===== src/rtl/cep_uart_tx_if.sv =====
// Parallel-in / serial-out handshake bundle for the CEP byte transmitter.
interface cep_uart_tx_if;
    logic       Tx_start;
    logic       load;
    logic [7:0] data;
    logic       Tx;

    // Producer side: drives the byte and requests, watches the line
    modport master (
        output Tx_start,
        output load,
        output data,
        input  Tx
    );

    // Transmitter side
    modport slave (
        input  Tx_start,
        input  load,
        input  data,
        output Tx
    );
endinterface


===== src/rtl/cep_uart_tx.sv =====
// Byte-wide UART-style transmitter: start, 8 data bits LSB first,
// optional even parity, stop. Tx is registered and idles high.
module cep_uart_tx #(
    parameter int unsigned CLKS_PER_BIT = 1,
    parameter bit          PARITY_EN    = 1'b1
) (
    input  logic         clk,
    input  logic         reset,
    cep_uart_tx_if.slave bus
);

    localparam int unsigned BAUD_W = 16;
    localparam int unsigned BIT_W  = 3;
    localparam int unsigned BYTE_W = 8;

    localparam logic [BAUD_W-1:0] BAUD_LAST = BAUD_W'(CLKS_PER_BIT - 1);
    localparam logic [BIT_W-1:0]  BIT_LAST  = BIT_W'(BYTE_W - 1);

    localparam logic [2:0] S_IDLE   = 3'd0;
    localparam logic [2:0] S_START  = 3'd1;
    localparam logic [2:0] S_DATA   = 3'd2;
    localparam logic [2:0] S_PARITY = 3'd3;
    localparam logic [2:0] S_STOP   = 3'd4;

    logic [2:0]        state_q,  state_d;
    logic [BAUD_W-1:0] baud_q,   baud_d;
    logic [BIT_W-1:0]  bit_q,    bit_d;
    logic [BYTE_W-1:0] shift_q,  shift_d;
    logic [BYTE_W-1:0] hold_q,   hold_d;
    logic              par_q,    par_d;
    logic              tx_q,     tx_d;
    logic              baud_done;

    assign baud_done = (baud_q == BAUD_LAST);

    // State and datapath registers; reset parks the line high
    always_ff @(posedge clk or negedge reset) begin
        if (!reset) begin
            state_q <= S_IDLE;
            baud_q  <= '0;
            bit_q   <= '0;
            shift_q <= '0;
            hold_q  <= '0;
            par_q   <= 1'b0;
            tx_q    <= 1'b1;
        end else begin
            state_q <= state_d;
            baud_q  <= baud_d;
            bit_q   <= bit_d;
            shift_q <= shift_d;
            hold_q  <= hold_d;
            par_q   <= par_d;
            tx_q    <= tx_d;
        end
    end

    // Next-state, counters and the line value for the coming cycle
    always_comb begin
        state_d = state_q;
        baud_d  = baud_done ? '0 : baud_q + BAUD_W'(1);
        bit_d   = bit_q;
        shift_d = shift_q;
        par_d   = par_q;
        hold_d  = bus.load ? bus.data : hold_q;
        tx_d    = 1'b1;

        case (state_q)
            S_IDLE: begin
                baud_d = '0;
                if (bus.Tx_start) begin
                    state_d = S_START;
                    shift_d = hold_q;
                    par_d   = ^hold_q;
                end
            end
            S_START: begin
                if (baud_done) begin
                    state_d = S_DATA;
                    bit_d   = '0;
                end
            end
            S_DATA: begin
                if (baud_done) begin
                    shift_d = shift_q >> 1;
                    if (bit_q == BIT_LAST) begin
                        state_d = PARITY_EN ? S_PARITY : S_STOP;
                    end else begin
                        bit_d = bit_q + BIT_W'(1);
                    end
                end
            end
            S_PARITY: begin
                if (baud_done) begin
                    state_d = S_STOP;
                end
            end
            S_STOP: begin
                if (baud_done) begin
                    state_d = S_IDLE;
                end
            end
            default: begin
                state_d = S_IDLE;
                baud_d  = '0;
            end
        endcase

        // Line value follows the state being entered so Tx is a clean flop
        case (state_d)
            S_START:  tx_d = 1'b0;
            S_DATA:   tx_d = shift_d[0];
            S_PARITY: tx_d = par_d;
            default:  tx_d = 1'b1;
        endcase
    end

    assign bus.Tx = tx_q;

endmodule


===== src/flat_wrapper.sv =====
// flat-port wrapper written by rule: the top's interface ports become plain ports
module cep_uart_tx_flat 
#(
    parameter int unsigned CLKS_PER_BIT = 1,
    parameter bit          PARITY_EN    = 1'b1
)
  (clk, reset, bus_Tx_start, bus_load, bus_data, bus_Tx);
  cep_uart_tx_if bus_i ();
  input  logic clk;
  input  logic reset;
  input wire logic [$bits(bus_i.Tx_start)-1:0] bus_Tx_start;
  input wire logic [$bits(bus_i.load)-1:0] bus_load;
  input wire logic [$bits(bus_i.data)-1:0] bus_data;
  output wire logic [$bits(bus_i.Tx)-1:0] bus_Tx;
  assign bus_i.Tx_start = bus_Tx_start;
  assign bus_i.load = bus_load;
  assign bus_i.data = bus_data;
  assign bus_Tx = bus_i.Tx;
  cep_uart_tx #(.CLKS_PER_BIT(CLKS_PER_BIT), .PARITY_EN(PARITY_EN)) u_core (.clk(clk), .reset(reset), .bus(bus_i));
endmodule

===== config.mk =====
export PLATFORM = sky130hd
export DESIGN_NAME = cep_uart_tx_flat
export DESIGN_NICKNAME = d
export VERILOG_FILES = /design/src/rtl/cep_uart_tx_if.sv /design/src/rtl/cep_uart_tx.sv /design/src/flat_wrapper.sv
export SDC_FILE = /design/constraint.sdc
export NUM_CORES = 1
export LEC_CHECK = 0
export BUFFER_PORTS_ARGS = -buffer_cell sky130_fd_sc_hd__buf_2
export CAP_MARGIN = 20
export CORE_AREA = 2 2 81 64
export DETAILED_ROUTE_END_ITERATION = 6
export DIE_AREA = 0 0 83 66
export GPL_TIMING_DRIVEN = 1
export PLACE_DENSITY = 0.64
export SLEW_MARGIN = 5
export SYNTH_ARGS = -nofsm -noshare
export SYNTH_HDL_FRONTEND = slang
export SYNTH_SLANG_ARGS = --single-unit

===== constraint.sdc =====
create_clock -name clk -period 3.7 [get_ports clk]
set_input_delay 0.555 -clock clk [delete_from_list [all_inputs] [get_ports clk]]
set_output_delay 0.555 -clock clk [all_outputs]
set_load 0.02 [all_outputs]

==> metrics list <==
- Unrepaired setup endpoints after global routing: false
- Synthesized-area fraction occupied by and/or/nand/nor cells: 21.91%
- TritonCTS Buffers: 5
- No sink is reached through more buffers than the 2 on the longest clock path.
- The synthesized design contains 0 enable-type register cells.
- The cell sitting at the root of the clock tree is a sky130_fd_sc_hd__clkbuf_8.
- For this run, the number of Yosys warnings is 0.
- The floorplan has 22 rows.
- Die Height: 66 um
- The clock drives 40 sinks.
- Largest fanout of any net on the critical path: 13
* Cell type with the largest total area after synthesis: sky130_fd_sc_hd__dfrtp_1
- Sort of element at the end of the critical path: flip-flop
* Class of the most critical hold timing path: in -> async
- At the end of routability-driven placement, the weighted congestion stood at 0.7740.
- Largest family of logic cells by synthesized area: simple AND/OR/NAND/NOR gates
- After the last flow step, the layout net total stands at 210.
* Vias post-DR: 1297
- After Yosys synthesis, XOR and XNOR cells account for 9.506% of the synthesized area.
* Slew of the pin with the lowest slew margin: 0.8685 ns
- Pre-Repair DR Iteration Count: 4
* Detailed Route Iter0 Violations: 105
* Portion of synthesized cell area occupied by the leading cell type: 48.15%
- Once placement finished, the instance area stood at 0.002135 sq mm.
- Crit-path max cell delay: 0.66 ns
- During placement, the flow inserted port buffers numbering 12.
* Count of buffers added by post-CTS timing repair for setup: 0
* Peak VDD IR: 0.0003456 V
- Top-Level Pins: 13
- Setup violations, final: 0
* Detail Placement HPWL: 2589 um
- Headroom to the max-slew limit came out at 42.10%.
- From synthesis to final layout, the design area changed by 10.80%.
- Avg Cell Area, Syn: 11.20 sq um
- Entering global routing, the biggest net connects 41 pins.
- STA classifies the critical path startpoint as a flip-flop.
- Cell with the largest stage delay on the worst path: sky130_fd_sc_hd__nor2_1
- Area fraction in compound gates after synthesis: 8.704%
- Portion of total power attributed to sequential cells: 44.7%
- Post-route clock skew: 0.004725 ns
- Top post-synthesis cells by count: 39 x sky130_fd_sc_hd__dfrtp_1, 20 x sky130_fd_sc_hd__nor2_1, 17 x sky130_fd_sc_hd__xnor2_1
* Gr usage total: 14.88%
* Highest clock frequency the design can meet: 489.5 MHz
- The share of total power dissipated in the clock network is 26.4%.
- Total of hold buffers inserted after clock tree synthesis: 0
- Internal power of the cells: 916.5 uW
- Startpoint of the worst-slack reg-to-reg timing path: u_core.state_q[0]
* Global-route wire length before repair: 6403 um
- Of the total synthesized cell area, the portion taken by full adders, half adders and majority gates is 2.469%.
- Once the clock tree was built, the resizer swapped 0 gates to a different size.
- Final count of pins violating max slew: 0
- Number of cells produced by synthesis: 181
- After clock tree synthesis, the clock-pin slew on the worst setup and hold paths is 0.08 ns.
- Share of flip-flops with an asynchronous set or reset: 100.0%
* Final Hold Violating Endpoints: 0
- Count of different cell masters after synthesis: 42
- The number of buffers and inverters on the critical path is 0.
- Synthesis inferred 40 register bits.
* Routed wire length: 3638 um
- Die width: 83 um
- Most frequent cell on the critical path: sky130_fd_sc_hd__nor2_1
* Crit path required time: 3.88 ns
- Combinational logic is responsible for 28.9% of the overall power.
* Multiplexer share of the synthesized area: 5.494%
- Placeable core region: 0.004707 sq mm
- After detailed routing, the average wire length per cell comes to 14.27 um.
- The most critical setup path has its startpoint at u_core.state_q[0].
- The later pin in the worst-skew pair is clocked with a latency of 0.29 ns.
* Die area: 0.005478 sq mm
- Power Density: 598.4 mW/mm^2
- Setup TNS: 0 ns
- The number of antenna diodes in the final layout is 0.
* Initial standard-cell utilization of the core: 43.06%
- Most instantiated flip-flop cell in the synthesis netlist: sky130_fd_sc_hd__dfrtp_1
- Number of H-tree levels: 2
* Arrival time worst endpoint: 2.22 ns
- Series of cell instances along the critical path: nor2_1, nand2_1, nor2_1, nor2_4, a221o_1
- Of the available clock period, the critical path in the final layout requires 55.22%.
- Avg Vias per Cell: 5.086
* Most frequent cell after synthesis: sky130_fd_sc_hd__dfrtp_1
- Net count after synthesis: 197
- Maxcap violations: 0
* Remaining Overflow, GRT: 0
- In the routed design, unresolved DRC markers number 0.
- Static leakage: 0.0009613 uW
- Number of antenna violations at the first check in global routing: 0
- Cell area after synthesis: 0.002027 sq mm
- Proportion of layout cells with a drive suffix above 1: 20.51%
- TritonCTS built the clock tree.
- The share of the Yosys chip area taken by registers is 49.44%.
* Utilization after layout: 47.71%
- Result of the run: complete, no violations
- Net switching is 31.81% of the power.
* Net load switching power: 427.5 uW
- Min cycle time layout: 2.043 ns
- The finished cells cover 0.002246 sq mm.
- Number of global-route vias before repair: 1309
* Crit Path Class: reg -> reg
- Area contributors post-synth: sky130_fd_sc_hd__dfrtp_1 48%, sky130_fd_sc_hd__xnor2_1 7.3%, sky130_fd_sc_hd__mux2_2 4.4%, sky130_fd_sc_hd__nor2_1 3.7%, sky130_fd_sc_hd__a22o_1 2.6%
- Antenna violation net count after detailed routing: 0
- Crit path max-delay family: simple AND/OR/NAND/NOR gates
-- kinds of logic after synthesis --
group | after synthesis
compound gates | 25
xor+xnor | 22
fa+ha+maj | 4
buf+inv | 12
flops | 40
mux | 10
simple gates | 68
-- per-layer routing --
layer	up-vias	wire length [um]	global-route usage, %
met4	0	44	5.533
met2	18	1467	20.67
met5	-	0	0
met3	4	138	3.870
li1	657	-	-
met1	618	1987	22.15
-- power by group through the flow --
stage                     combinational [uW]  sequential, uW  clock [uW]
after floorplan                          329             584           0
after global placement                   385             605           0
after detailed placement                 390             608           0
after CTS                                393             599         368
after global routing                     440             612         386
final                                    389             600         355
-- stage by stage --
step / total power [uW] / hold slack (ns) / instances / setup slack, ns
after floorplan: 913.0 / 0.2594 / 181 / 1.933
final: 1344 / 0.3726 / 255 / 1.657
after global placement: 990.0 / 0.4705 / 247 / 1.758
after CTS: 1361 / 0.4146 / 255 / 1.674
after global routing: 1437 / 0.4608 / 255 / 1.476
after detailed placement: 998.4 / 0.4676 / 247 / 1.685
-- final timing paths --
path / endpoint / slack, ns / cells past startpoint
hold reg to reg: u_core.shift_q[6] / 0.48 / 1
setup reg to reg: u_core.shift_q[0] / 1.66 / 5
min in group clk: u_core.shift_q[6] / 0.48 / 1
setup / recovery: u_core.shift_q[0] / 1.66 / 5
max in group asynchronous: u_core.shift_q[3] / 2.78 / 1
hold / removal: u_core.baud_q[6] / 0.37 / 1
-- state kept, by name, summed over array words and instances (netlist names) --
signal / flops
u_core.baud_q: 16
u_core.hold_q: 8
u_core.shift_q: 8
u_core.bit_q: 3
u_core.state_q: 3
u_core.bus.Tx: 1
u_core.par_q: 1
-- cell usage in the layout (no fill, tap or decap), types with 2 or more instances in the layout --
cell and count:
sky130_fd_sc_hd__inv_1 6, sky130_fd_sc_hd__nor3_1 3, sky130_fd_sc_hd__and3_1 3, sky130_fd_sc_hd__nor3_2 2
sky130_fd_sc_hd__nor4_2 2, sky130_fd_sc_hd__clkbuf_8 5, sky130_fd_sc_hd__nor4b_1 2, sky130_fd_sc_hd__a21o_1 6
sky130_fd_sc_hd__nor3b_1 2, sky130_fd_sc_hd__dfrtp_1 39, sky130_fd_sc_hd__nand2_1 9, sky130_fd_sc_hd__xor2_1 5
sky130_fd_sc_hd__nor2_1 20, sky130_fd_sc_hd__buf_2 12, sky130_fd_sc_hd__o21ai_0 5, sky130_fd_sc_hd__a21oi_1 4
sky130_fd_sc_hd__ha_1 4, sky130_fd_sc_hd__nand4_1 3, sky130_fd_sc_hd__nand3_1 8, sky130_fd_sc_hd__a22o_1 6
sky130_fd_sc_hd__xnor2_1 17, sky130_fd_sc_hd__o31ai_1 2, sky130_fd_sc_hd__mux2_2 8
-- area by class of cell --
class                      count  area, sq um
fill                         419         2461
sequential                    40         1002
multi-input combinational    129        974.7
tap                           60        75.07
clock buffer                   5        68.82
timing repair buffer          12        60.06
clock inverter                 3        42.54
inverter                       6        22.52
Power figures use the tool's default switching activity.
